File: src/rtl/uarch_pkg.sv
// uarch_pkg: shared front-end constants, fetch FSM state type and fetch-packet size.
// Holds the machine widths (address, instruction, fetch width, buffer depth) used by
// fetch_ctrl and its in-flight PC queue.
package uarch_pkg;
    localparam int CPU_ADDR_BITS     = 32;
    localparam int CPU_INST_BITS     = 32;
    localparam int FETCH_WIDTH       = 2;
    localparam int INST_BUFFER_DEPTH = 8;
    localparam int FETCH_PKT_BYTES   = FETCH_WIDTH * 4;

    typedef enum logic [1:0] {
        IDLE,
        RUN,
        DRAIN
    } fetch_state_t;
endpackage

File: src/rtl/fetch_pc_fifo.sv
// fetch_pc_fifo: in-order queue of PCs for I-Cache requests still awaiting a response.
// Ports: clk, rst_n (async active-low, the only clear), push/push_data (accepted request),
//        pop (response returned), head (PC of the oldest in-flight request).
// The owner never pushes beyond DEPTH entries nor pops when empty.
module fetch_pc_fifo
    import uarch_pkg::*;
#(
    parameter int DEPTH = 2,
    parameter int W     = CPU_ADDR_BITS
) (
    input  logic         clk,
    input  logic         rst_n,
    input  logic         push,
    input  logic [W-1:0] push_data,
    input  logic         pop,
    output logic [W-1:0] head
);
    localparam int PW = DEPTH > 1 ? $clog2(DEPTH) : 1;

    logic [W-1:0]  mem_q [DEPTH];
    logic [W-1:0]  mem_d [DEPTH];
    logic [PW-1:0] wr_q, wr_d, rd_q, rd_d;

    function automatic logic [PW-1:0] nxt(input logic [PW-1:0] p);
        return p == PW'(DEPTH - 1) ? '0 : p + 1'b1;
    endfunction

    always_comb begin
        mem_d = mem_q;
        wr_d  = push ? nxt(wr_q) : wr_q;
        rd_d  = pop ? nxt(rd_q) : rd_q;
        if (push) mem_d[wr_q] = push_data;
    end

    always_ff @(posedge clk or negedge rst_n) begin
        if (!rst_n) begin
            mem_q <= '{default: '0};
            wr_q  <= '0;
            rd_q  <= '0;
        end else begin
            mem_q <= mem_d;
            wr_q  <= wr_d;
            rd_q  <= rd_d;
        end
    end

    assign head = mem_q[rd_q];
endmodule

File: src/rtl/fetch_ctrl.sv
// fetch_ctrl: fetch sequencer owning the fetch PC, issuing aligned I-Cache requests,
// tagging responses with their PC into the instruction buffer under credit control,
// and flushing/restarting on backend redirects.
// Ports: clk, rst_n (async active-low); icache_req_val/rdy/addr (request channel);
//        icache_resp_val/data (in-order responses); buf_wr_val/pc/data (buffer write);
//        buf_pop (buffer consumed a packet); buf_flush (flush pulse);
//        redirect_val/pc (backend redirect).
// Optional FETCH_CTRL_PERF_EN adds saturating counters perf_redirects,
// perf_credit_stalls and perf_drops with matching output ports.
module fetch_ctrl
    import uarch_pkg::*;
#(
    parameter logic [CPU_ADDR_BITS-1:0] RESET_PC = 32'h0000_0000,
    parameter int MAX_OUTSTANDING = 2
) (
    input  logic                                 clk,
    input  logic                                 rst_n,
    output logic                                 icache_req_val,
    input  logic                                 icache_req_rdy,
    output logic [CPU_ADDR_BITS-1:0]             icache_req_addr,
    input  logic                                 icache_resp_val,
    input  logic [FETCH_WIDTH*CPU_INST_BITS-1:0] icache_resp_data,
    output logic                                 buf_wr_val,
    output logic [CPU_ADDR_BITS-1:0]             buf_wr_pc,
    output logic [FETCH_WIDTH*CPU_INST_BITS-1:0] buf_wr_data,
    input  logic                                 buf_pop,
    output logic                                 buf_flush,
    input  logic                                 redirect_val,
    input  logic [CPU_ADDR_BITS-1:0]             redirect_pc
`ifdef FETCH_CTRL_PERF_EN
    ,
    output logic [31:0]                          perf_redirects,
    output logic [31:0]                          perf_credit_stalls,
    output logic [31:0]                          perf_drops
`endif
);
    localparam int OW = $clog2(MAX_OUTSTANDING + 1);
    localparam int CW = $clog2(INST_BUFFER_DEPTH + 2);
    localparam logic [OW-1:0] MAX_O = OW'(MAX_OUTSTANDING);
    localparam logic [CW-1:0] CMAX  = CW'(INST_BUFFER_DEPTH - 1);

    fetch_state_t             state_q, state_d;
    logic [CPU_ADDR_BITS-1:0] pc_q, pc_d, head_pc;
    logic [CW-1:0]            credits_q, credits_d, credit_sum;
    logic [OW-1:0]            outstanding_q, outstanding_d, stale_q, stale_d, new_stale;
    logic                     resp, drop, accept, unused_lsb;

    assign unused_lsb = ^redirect_pc[2:0];

    always_comb begin
        // A response with nothing in flight cannot be ours; ignoring it keeps the queue sane.
        resp           = icache_resp_val && outstanding_q != '0;
        drop           = resp && (redirect_val || stale_q != '0);
        icache_req_val = state_q == RUN && credits_q != '0 && outstanding_q < MAX_O && !redirect_val;
        accept         = icache_req_val && icache_req_rdy;
        new_stale      = outstanding_q - OW'(resp);
        credit_sum     = credits_q + CW'(buf_pop) + CW'(drop) - CW'(accept);
        pc_d           = accept ? pc_q + CPU_ADDR_BITS'(FETCH_PKT_BYTES) : pc_q;
        outstanding_d  = outstanding_q + OW'(accept) - OW'(resp);
        stale_d        = stale_q - OW'(drop);
        credits_d      = credit_sum > CMAX ? CMAX : credit_sum;
        // Leave DRAIN as the last stale response retires so fetch resumes the next cycle.
        state_d        = state_q == DRAIN && stale_d != '0 ? DRAIN : RUN;
        if (redirect_val) begin
            // Every request still in flight becomes stale and holds its credit until dropped.
            pc_d          = {redirect_pc[CPU_ADDR_BITS-1:3], 3'b000};
            outstanding_d = new_stale;
            stale_d       = new_stale;
            credits_d     = CMAX - CW'(new_stale);
            state_d       = new_stale != '0 ? DRAIN : RUN;
        end
        buf_wr_val      = resp && !drop;
        buf_wr_pc       = buf_wr_val ? head_pc : '0;
        buf_wr_data     = buf_wr_val ? icache_resp_data : '0;
        buf_flush       = redirect_val;
        icache_req_addr = pc_q;
    end

    always_ff @(posedge clk or negedge rst_n) begin
        if (!rst_n) begin
            state_q       <= IDLE;
            pc_q          <= RESET_PC;
            credits_q     <= CMAX;
            outstanding_q <= '0;
            stale_q       <= '0;
        end else begin
            state_q       <= state_d;
            pc_q          <= pc_d;
            credits_q     <= credits_d;
            outstanding_q <= outstanding_d;
            stale_q       <= stale_d;
        end
    end

    fetch_pc_fifo #(
        .DEPTH(MAX_OUTSTANDING),
        .W    (CPU_ADDR_BITS)
    ) u_pc_fifo (
        .clk      (clk),
        .rst_n    (rst_n),
        .push     (accept),
        .push_data(pc_q),
        .pop      (resp),
        .head     (head_pc)
    );

`ifdef FETCH_CTRL_PERF_EN
    logic [31:0] perf_redirects_q, perf_redirects_d;
    logic [31:0] perf_credit_stalls_q, perf_credit_stalls_d;
    logic [31:0] perf_drops_q, perf_drops_d;

    always_comb begin
        perf_redirects_d     = redirect_val && perf_redirects_q != '1 ? perf_redirects_q + 32'd1 : perf_redirects_q;
        perf_credit_stalls_d = state_q == RUN && credits_q == '0 && perf_credit_stalls_q != '1 ?
                               perf_credit_stalls_q + 32'd1 : perf_credit_stalls_q;
        perf_drops_d         = drop && perf_drops_q != '1 ? perf_drops_q + 32'd1 : perf_drops_q;
    end

    always_ff @(posedge clk or negedge rst_n) begin
        if (!rst_n) begin
            perf_redirects_q     <= '0;
            perf_credit_stalls_q <= '0;
            perf_drops_q         <= '0;
        end else begin
            perf_redirects_q     <= perf_redirects_d;
            perf_credit_stalls_q <= perf_credit_stalls_d;
            perf_drops_q         <= perf_drops_d;
        end
    end

    assign perf_redirects     = perf_redirects_q;
    assign perf_credit_stalls = perf_credit_stalls_q;
    assign perf_drops         = perf_drops_q;
`endif
endmodule

File: config.mk
export PLATFORM = sky130hd
export DESIGN_NAME = fetch_ctrl
export DESIGN_NICKNAME = d
export VERILOG_FILES = /design/src/rtl/uarch_pkg.sv /design/src/rtl/fetch_pc_fifo.sv /design/src/rtl/fetch_ctrl.sv
export SDC_FILE = /design/constraint.sdc
export NUM_CORES = 1
export LEC_CHECK = 0
export ABC_CLOCK_PERIOD_IN_PS = 8600
export CAP_MARGIN = 10
export CORE_MARGIN = 1
export CORE_UTILIZATION = 48
export DETAILED_ROUTE_END_ITERATION = 10
export HOLD_SLACK_MARGIN = 0.03
export PLACE_DENSITY = 0.84
export SLEW_MARGIN = 30
export SYNTH_ARGS = -nofsm -noshare
export SYNTH_HDL_FRONTEND = slang
export SYNTH_HIERARCHICAL = 1
export SYNTH_SLANG_ARGS = --single-unit
File: constraint.sdc
create_clock -name clk -period 8.6 [get_ports clk]
set_input_delay 1.29 -clock clk [delete_from_list [all_inputs] [get_ports clk]]
set_output_delay 1.29 -clock clk [all_outputs]
set_load 0.03 [all_outputs]
==> results of run 1 <==
-- synth_stat cells, types with 2 or more instances --
| master | instances |
|---|---|
| or3_1 | 2 |
| inv_1 | 15 |
| xnor2_1 | 6 |
| nor3_1 | 3 |
| nand2b_1 | 3 |
| nor2_1 | 21 |
| xor2_1 | 7 |
| a31oi_1 | 13 |
| and3_1 | 99 |
| clkbuf_1 | 32 |
| or4b_1 | 2 |
| dfrtp_1 | 102 |
| a21oi_1 | 3 |
| mux2_2 | 88 |
| dfstp_2 | 3 |
| nand2_1 | 27 |
| buf_2 | 9 |
| ha_1 | 9 |
| nor2b_1 | 7 |
| a41oi_1 | 2 |
| nand3_1 | 16 |
| mux2_4 | 8 |
| o311ai_0 | 2 |
| and2_1 | 4 |
| fa_1 | 2 |
| nor4_1 | 4 |
| a32oi_1 | 2 |
| nand4_1 | 11 |
| o31ai_1 | 12 |
| and4_1 | 2 |
| o21a_1 | 3 |
| o21ai_0 | 13 |
| a22oi_1 | 2 |
| o211ai_1 | 3 |
| buf_6 | 4 |
| or4_1 | 18 |
| buf_4 | 4 |
-- worst reg2reg max path, cell delays in order, from the launching register on --
cell and delay, ps:
dfstp_2 520, inv_1 60, ha_1 200, nor3b_1 220
nor3_1 720, ha_1 340, inv_1 70, ha_1 260
nor2b_1 130, o21a_1 170, or3_1 360, a41oi_1 280
-- layer usage --
layer  vias to the layer above  track usage, %  wire length [um]
met1                      2620            36.8              7610
met4                         0            9.35               359
li1                       2545               -                 -
met5                         -               0                 0
met2                       235            46.1              8790
met3                        32            4.22              1100
-- sequential cells by signal, summed over array words and instances, names as in the netlist --
register,cells
state_q,2
u_pc_fifo/wr_q,1
credits_q,4
outstanding_q,2
u_pc_fifo/rd_q,1
u_pc_fifo/mem_q,64
stale_q,2
icache_req_addr,29
-- stage by stage --
| step | utilization, % | std cells | total power, mW | cell area, sq um |
|---|---|---|---|---|
| floorplan | - | 593 | 1.34 | 6150 |
| global placement | 69.1 | 945 | 1.55 | 8440 |
| detailed placement | 69.5 | 947 | 1.60 | 8480 |
| CTS | 71.8 | 963 | 2.00 | 8770 |
| global route | 71.8 | 963 | 2.11 | 8770 |
| finish | 71.8 | 963 | 2.00 | 8770 |
-- worst min path at each step --
stage                   startpoint                   to  cells after the start
2_1_floorplan       u_pc_fifo/wr_q       u_pc_fifo/wr_q                      1
3_3_place_gp   u_pc_fifo/mem_q[15]  u_pc_fifo/mem_q[15]                      1
3_5_place_dp   u_pc_fifo/mem_q[19]  u_pc_fifo/mem_q[19]                      1
4_1_cts         u_pc_fifo/mem_q[5]   u_pc_fifo/mem_q[5]                      1
5_1_grt         u_pc_fifo/mem_q[8]   u_pc_fifo/mem_q[8]                      1
6_report        u_pc_fifo/mem_q[5]   u_pc_fifo/mem_q[5]                      1
-- power groups by stage --
stage          logic, mW  registers, mW  clock network [mW]
2_1_floorplan      0.550          0.785                   0
3_3_place_gp       0.763          0.785                   0
3_5_place_dp       0.796          0.804                   0
4_1_cts            0.804          0.796               0.402
5_1_grt            0.872          0.819               0.421
6_report           0.802          0.797               0.396
-- kinds of logic after synthesis --
logic type | after synthesis | share of synthesized area, %
compound gates | 61 | 6.81
other cells | 1 | 0.0613
mux | 97 | 18.3
buf+inv | 66 | 5.15
xor+xnor | 13 | 1.86
fa+ha+maj | 11 | 2.49
simple gates | 230 | 22.3
flops | 105 | 43.0
-- layout make-up --
type / instances / area, sq um
inverter: 16 / 60.1
tap: 168 / 210
clock buffer: 10 / 239
multi-input combinational: 422 / 3220
fill: 888 / 3440
clock inverter: 6 / 50.0
timing repair buffer: 236 / 2360
sequential: 105 / 2630
==> summary.md, run 1 <==
| Metric | Value |
|---|---|
| Worst Reg-to-Reg Cells | `11` |
| DRC viols | `0` |
| P_sw | `about 0.7 mW` |
| Cell taking the most area after synthesis | `dfrtp_1` |
| Worst-Skew Late Latency | `350 ps` |
| WS Path Type | `in2out` |
| Worst clock skew | `8.85 ps` |
| Peak per-stage delay on the critical path | `slightly below 700 ps` |
| # nets final | `~900` |
| Area growth syn-to-layout | `43.4%` |
| Die Area | `between 10,000 and 15,000 sq um` |
| Crit path max-delay family | `buffers and inverters` |
| Antenna Diode Count | `0` |
| Sequential share of power | `40.0%` |
| CTS root buf | `clkbuf_16` |
| Final Critical Period | `a little over 5000 ps` |
| Slew HR | `40.0%` |
| Leak pwr | `between 3 and 4 nW` |
| Int Pwr | `1.30 mW` |
| Floorplan die width | `about 110 um` |
| Crit path capture | `buf_wr_data[36]` |
| Height of the die | `115 um` |
| Fraction of registers with async set/reset | `100%` |
| # rows | `40` |
| Synth top area cells | `dfrtp_1 42%, mux2_2 16%, and3_1 10%` |
| Port Buffers | `226` |
| Vias in the first global route | `approximately 5,400` |
| Critical Path Slowest Stage Cell | `clkdlybuf4s50_1` |
| Final WL | `17,800 um` |
| Worst-Margin Slew | `between 800 and 900 ps` |
| First-pass GRT wire length | `28,300 um` |
| Post-synth EDFFs | `0` |
| Slack of the critical path | `3560 ps` |
| Post-synthesis register bit count | `~110` |
| Share of Yosys cell area claimed by the top area cell type | `between 40% and 50%` |
| Antenna violations before repair | `0` |
| Seq/Total Area, Yosys | `43.0%` |
| H-tree depth | `3` |
| Post-CTS sizing | `0` |
| Status | `finished, final reports clean` |
| Crit-path max FO | `78` |
| Critical path cell sequence | `clkdlybuf4s50_1 -> o21a_2 -> buf_4 -> and3_1 -> clkdlybuf4s50_1` |
| TritonCTS clock tree | `built` |
| Via count of the routed design | `about 5,400` |
| Number of buffers on the longest clock path | `2` |
| Gate Count Post-Synth | `584` |
| Share of post-route cells with drive strength above 1 | `~17%` |
| Drt via density | `5.64` |
| Pwr/cell area | `227 nW/um^2` |
| Max-slew violation count | `0` |
| Reg clk slew, reported paths | `about 70 ps` |
| Dpl hpwl | `12,900 um` |
| Most frequent cells in the layout | `225 x clkdlybuf4s50_1, 102 x dfrtp_1, 99 x and3_1` |
| Cell repeated most along the worst path | `clkdlybuf4s50_1` |
| Net Sw Frac | `between 30% and 40%` |
| Starting DRT DRC Count | `~400` |
| Synthesis Warnings | `6` |
| Total negative slack | `0 ps` |
| Worst slack, placed | `around 3600 ps` |
| Largest net degree at the start of global routing | `79` |
| R2r startpoint | `credits_q[2]` |
| CP Launch Type | `input port` |
| I/O pins | `233` |
| Critical R2R Capture | `credits_q[1]` |
| Reg-to-reg slack, setup | `~5200 ps` |
| Synth Flop Type | `dfrtp_1` |
| Max Clk Rate | `between 0.15 and 0.2 GHz` |
| Drt first pass iters | `5` |
| Netlist cell types | `just under 60` |
| Worst path bufs/invs | `3` |
| Syn Std Cell Area | `around 6000 sq um` |
| Worst hold margin | `approximately 500 ps` |
| Total Routing Usage GR | `about 28%` |
| Final ANT Viol Nets | `0` |
| Setup Buffers After CTS | `0` |
| Crit path DAT | `around 3800 ps` |
| Grt ovf | `0` |
| Peak supply drop | `approximately 0.17 mV` |
| Worst Setup End Kind | `primary output` |
| Cts hold-fix bufs | `0` |
| Final GP Congestion | `around 0.8` |
| Tcrit/Tclk final | `between 50% and 60%` |
| Most common cell after layout, fill and taps aside | `clkdlybuf4s50_1` |
| Max-Cap Viols | `0` |
| RSZ-0062 raised after global routing | `false` |
| Core ar. | `12,200 sq um` |
| Critical path depth | `5` |
| Routed len/inst | `between 15 and 20 um` |
| Clk network pwr share | `approximately 20%` |
| CTS Sinks | `around 110` |
| Part of the power in combinational logic | `approximately 40%` |
| Starting Density | `50.1%` |
| Worst Hold Class | `reg2reg` |
| Endpoints failing setup | `0` |
| Syn Area/Cell | `10.5 sq um` |
| Hold Vio Cnt, Final | `0` |
| Setup crit start | `icache_resp_val` |
| Worst EP required | `about 7300 ps` |
| Num CTS Buffers | `9` |
Note: power is estimated with default switching activity, not from simulation.
==> run 2: changes to the inputs <==
ABC_CLOCK_PERIOD_IN_PS = 4350   (was 8600)
CORE_UTILIZATION = 41   (was 48)
PLACE_DENSITY = 0.76   (was 0.84)
clock period = 4.35 ns   (was 8.6 ns; I/O delays follow)
==> summary.md, run 2 (same netlist as run 1, synthesis figures left out) <==
| Metric | Value |
|---|---|
| Slew HR | `45.6% (was 40.0%)` |
| Largest register FFs | `64 (unchanged)` |
| Drt first pass iters | `4 (was 5)` |
| Leak pwr | `4.11 nW (was 3.95 nW)` |
| Grt ovf | `0 (unchanged)` |
| Share of post-route cells with drive strength above 1 | `26.1% (was 16.9%)` |
| Most frequent cells in the layout | `152 x clkdlybuf4s50_1, 102 x dfrtp_1, 99 x and3_1 (was 225 x clkdlybuf4s50_1, 102 x dfrtp_1, 99 x and3_1)` |
| Finished Layout Cells | `980 (was 963)` |
| Starting Density | `42.1% (was 50.1%)` |
| Cell repeated most along the worst path | `clkdlybuf4s50_1 (unchanged)` |
| WS Path Type | `in2out (unchanged)` |
| Final WL | `17,900 um (was 17,800 um)` |
| Final ANT Viol Nets | `0 (unchanged)` |
| Most common cell after layout, fill and taps aside | `clkdlybuf4s50_1 (unchanged)` |
| Worst clock skew | `9.92 ps (was 8.85 ps)` |
| Crit path DAT | `2850 ps (was 3750 ps)` |
| Final Core Density | `59.5% (was 71.8%)` |
| Crit-path max FO | `76 (was 78)` |
| Reg clk slew, reported paths | `70 ps (about the same)` |
| Hold Vio Cnt, Final | `0 (unchanged)` |
| Vias in the first global route | `5,372 (was 5,439)` |
| Post-CTS sizing | `0 (unchanged)` |
| Peak per-stage delay on the critical path | `680 ps (was 690 ps)` |
| Floorplan die width | `124 um (was 115 um)` |
| Core ar. | `14,500 sq um (was 12,200 sq um)` |
| Max-slew violation count | `0 (unchanged)` |
| First-pass GRT wire length | `27,700 um (was 28,300 um)` |
| Cts hold-fix bufs | `0 (unchanged)` |
| Crit path max-delay family | `buffers and inverters (unchanged)` |
| Critical path cell sequence | `clkdlybuf4s50_1 -> nor3_2 -> buf_4 -> and3_1 -> clkdlybuf4s50_1 (was clkdlybuf4s50_1 -> o21a_2 -> buf_4 -> and3_1 -> clkdlybuf4s50_1)` |
| Total Routing Usage GR | `23.3% (was 27.6%)` |
| Height of the die | `124 um (was 115 um)` |
| Dpl hpwl | `12,600 um (was 12,900 um)` |
| Number of buffers on the longest clock path | `2 (unchanged)` |
| Worst slack, placed | `857 ps (was 3600 ps)` |
| CTS root buf | `clkbuf_16 (unchanged)` |
| CTS Sinks | `105 (unchanged)` |
| Die Area | `15,400 sq um (was 13,200 sq um)` |
| Endpoints failing setup | `0 (unchanged)` |
| Tcrit/Tclk final | `~80%` |
| # rows | `44 (was 40)` |
| TritonCTS clock tree | `built (unchanged)` |
| Largest net degree at the start of global routing | `77 (was 79)` |
| Worst Setup End Kind | `primary output (unchanged)` |
| Post-Place Cells | `964 (was 947)` |
| Reg with most FFs | `u_pc_fifo/mem_q (unchanged)` |
| Worst-Skew Late Latency | `350 ps (about the same)` |
| Setup Buffers After CTS | `0 (unchanged)` |
| Status | `finished, final reports clean (unchanged)` |
| Total negative slack | `0 ps (unchanged)` |
| Fillers | `1,254 (was 888)` |
| Antenna violations before repair | `0 (unchanged)` |
| DRC viols | `0 (unchanged)` |
| Num CTS Buffers | `9 (unchanged)` |
| Critical Path Slowest Stage Cell | `clkdlybuf4s50_1 (unchanged)` |
| Max-Cap Viols | `0 (unchanged)` |
| Worst Hold Class | `in2async (was reg2reg)` |
| Pwr/cell area | `455 nW/um^2 (was 227 nW/um^2)` |
| Starting DRT DRC Count | `371 (was 401)` |
| Area growth syn-to-layout | `41.3% (was 43.4%)` |
| Peak supply drop | `0.255 mV (was 0.170 mV)` |
| CP Launch Type | `input port (unchanged)` |
| Port Buffers | `226 (unchanged)` |
| Worst path bufs/invs | `3 (unchanged)` |
| Worst EP required | `3700 ps (was 7310 ps)` |
| Antenna Diode Count | `0 (unchanged)` |
| Final GP Congestion | `0.825 (was 0.823)` |
| Via count of the routed design | `5,454 (was 5,432)` |
| Slack of the critical path | `850 ps (was 3560 ps)` |
| Drt via density | `5.57 (was 5.64)` |
| Max Clk Rate | `between 0.2 and 0.3 GHz` |
| Final Critical Period | `~3500 ps` |
| H-tree depth | `3 (unchanged)` |
| RSZ-0062 raised after global routing | `false (unchanged)` |
| Routed len/inst | `18.3 um (was 18.5 um)` |
| # nets final | `904 (was 903)` |
| Worst-Margin Slew | `814 ps (was 899 ps)` |
| I/O pins | `233 (unchanged)` |
run 2: worst paths after layout:
kind / start / slack [ps] / depth (start not counted) / to
max reg2reg: credits_q[2] / 1260 / 12 / credits_q[1]
min: rst_n / 330 / 1 / u_pc_fifo/mem_q[0]
min in group clk: u_pc_fifo/mem_q[2] / 500 / 1 / u_pc_fifo/mem_q[2]
max: redirect_val / 850 / 5 / buf_wr_pc[0]
min reg2reg: u_pc_fifo/mem_q[2] / 500 / 1 / u_pc_fifo/mem_q[2]
max in group asynchronous: rst_n / 3140 / 2 / credits_q[1]
run 2: cell type report:
cell class	count	area, sq um	share of cell area (%)
flip-flops and latches	105	2630	30.4
clock buffers	10	239	2.76
repair buffers	237	2230	25.7
multi-input cells	422	3220	37.2
well taps	184	230	2.66
clock inverters	6	40.0	0.463
inverters	16	60.1	0.695
run 2: power by group:
part,leakage [nW],total [mW],internal (mW),switching (mW)
logic,2.67,1.55,0.823,0.726
clock network,0.139,0.776,0.406,0.371
registers,1.29,1.61,1.33,0.279
run 2: layer usage:
| layer | track usage (%) | wire length (um) | share of wire [%] |
|---|---|---|---|
| met1 | 31.4 | 7930 | 44 |
| met2 | 38.7 | 8820 | 49 |
| met3 | 4.12 | 989 | 5.5 |
| met4 | 5.95 | 170 | 0.95 |
| met5 | 0 | 0 | 0 |
run 2: worst register-to-register path, cell delays in order (launching register included):
cell and delay (ps):
dfstp_2 370, inv_1 80, ha_1 170, nor3b_1 680, nor3_1 110, buf_4 200, ha_1 210, inv_1 60
ha_1 210, nor2b_1 140, o21a_1 180, or3_1 360, a41oi_1 250
run 2: stage by stage:
| step | hold WS, ps | power (mW) | cell area (sq um) |
|---|---|---|---|
| 2_1_floorplan | 357 | 2.64 | 6150 |
| 3_3_place_gp | 481 | 3.08 | 8360 |
| 3_5_place_dp | 488 | 3.17 | 8360 |
| 4_1_cts | 499 | 3.96 | 8640 |
| 5_1_grt | 386 | 4.18 | 8650 |
| 6_report | 329 | 3.94 | 8650 |
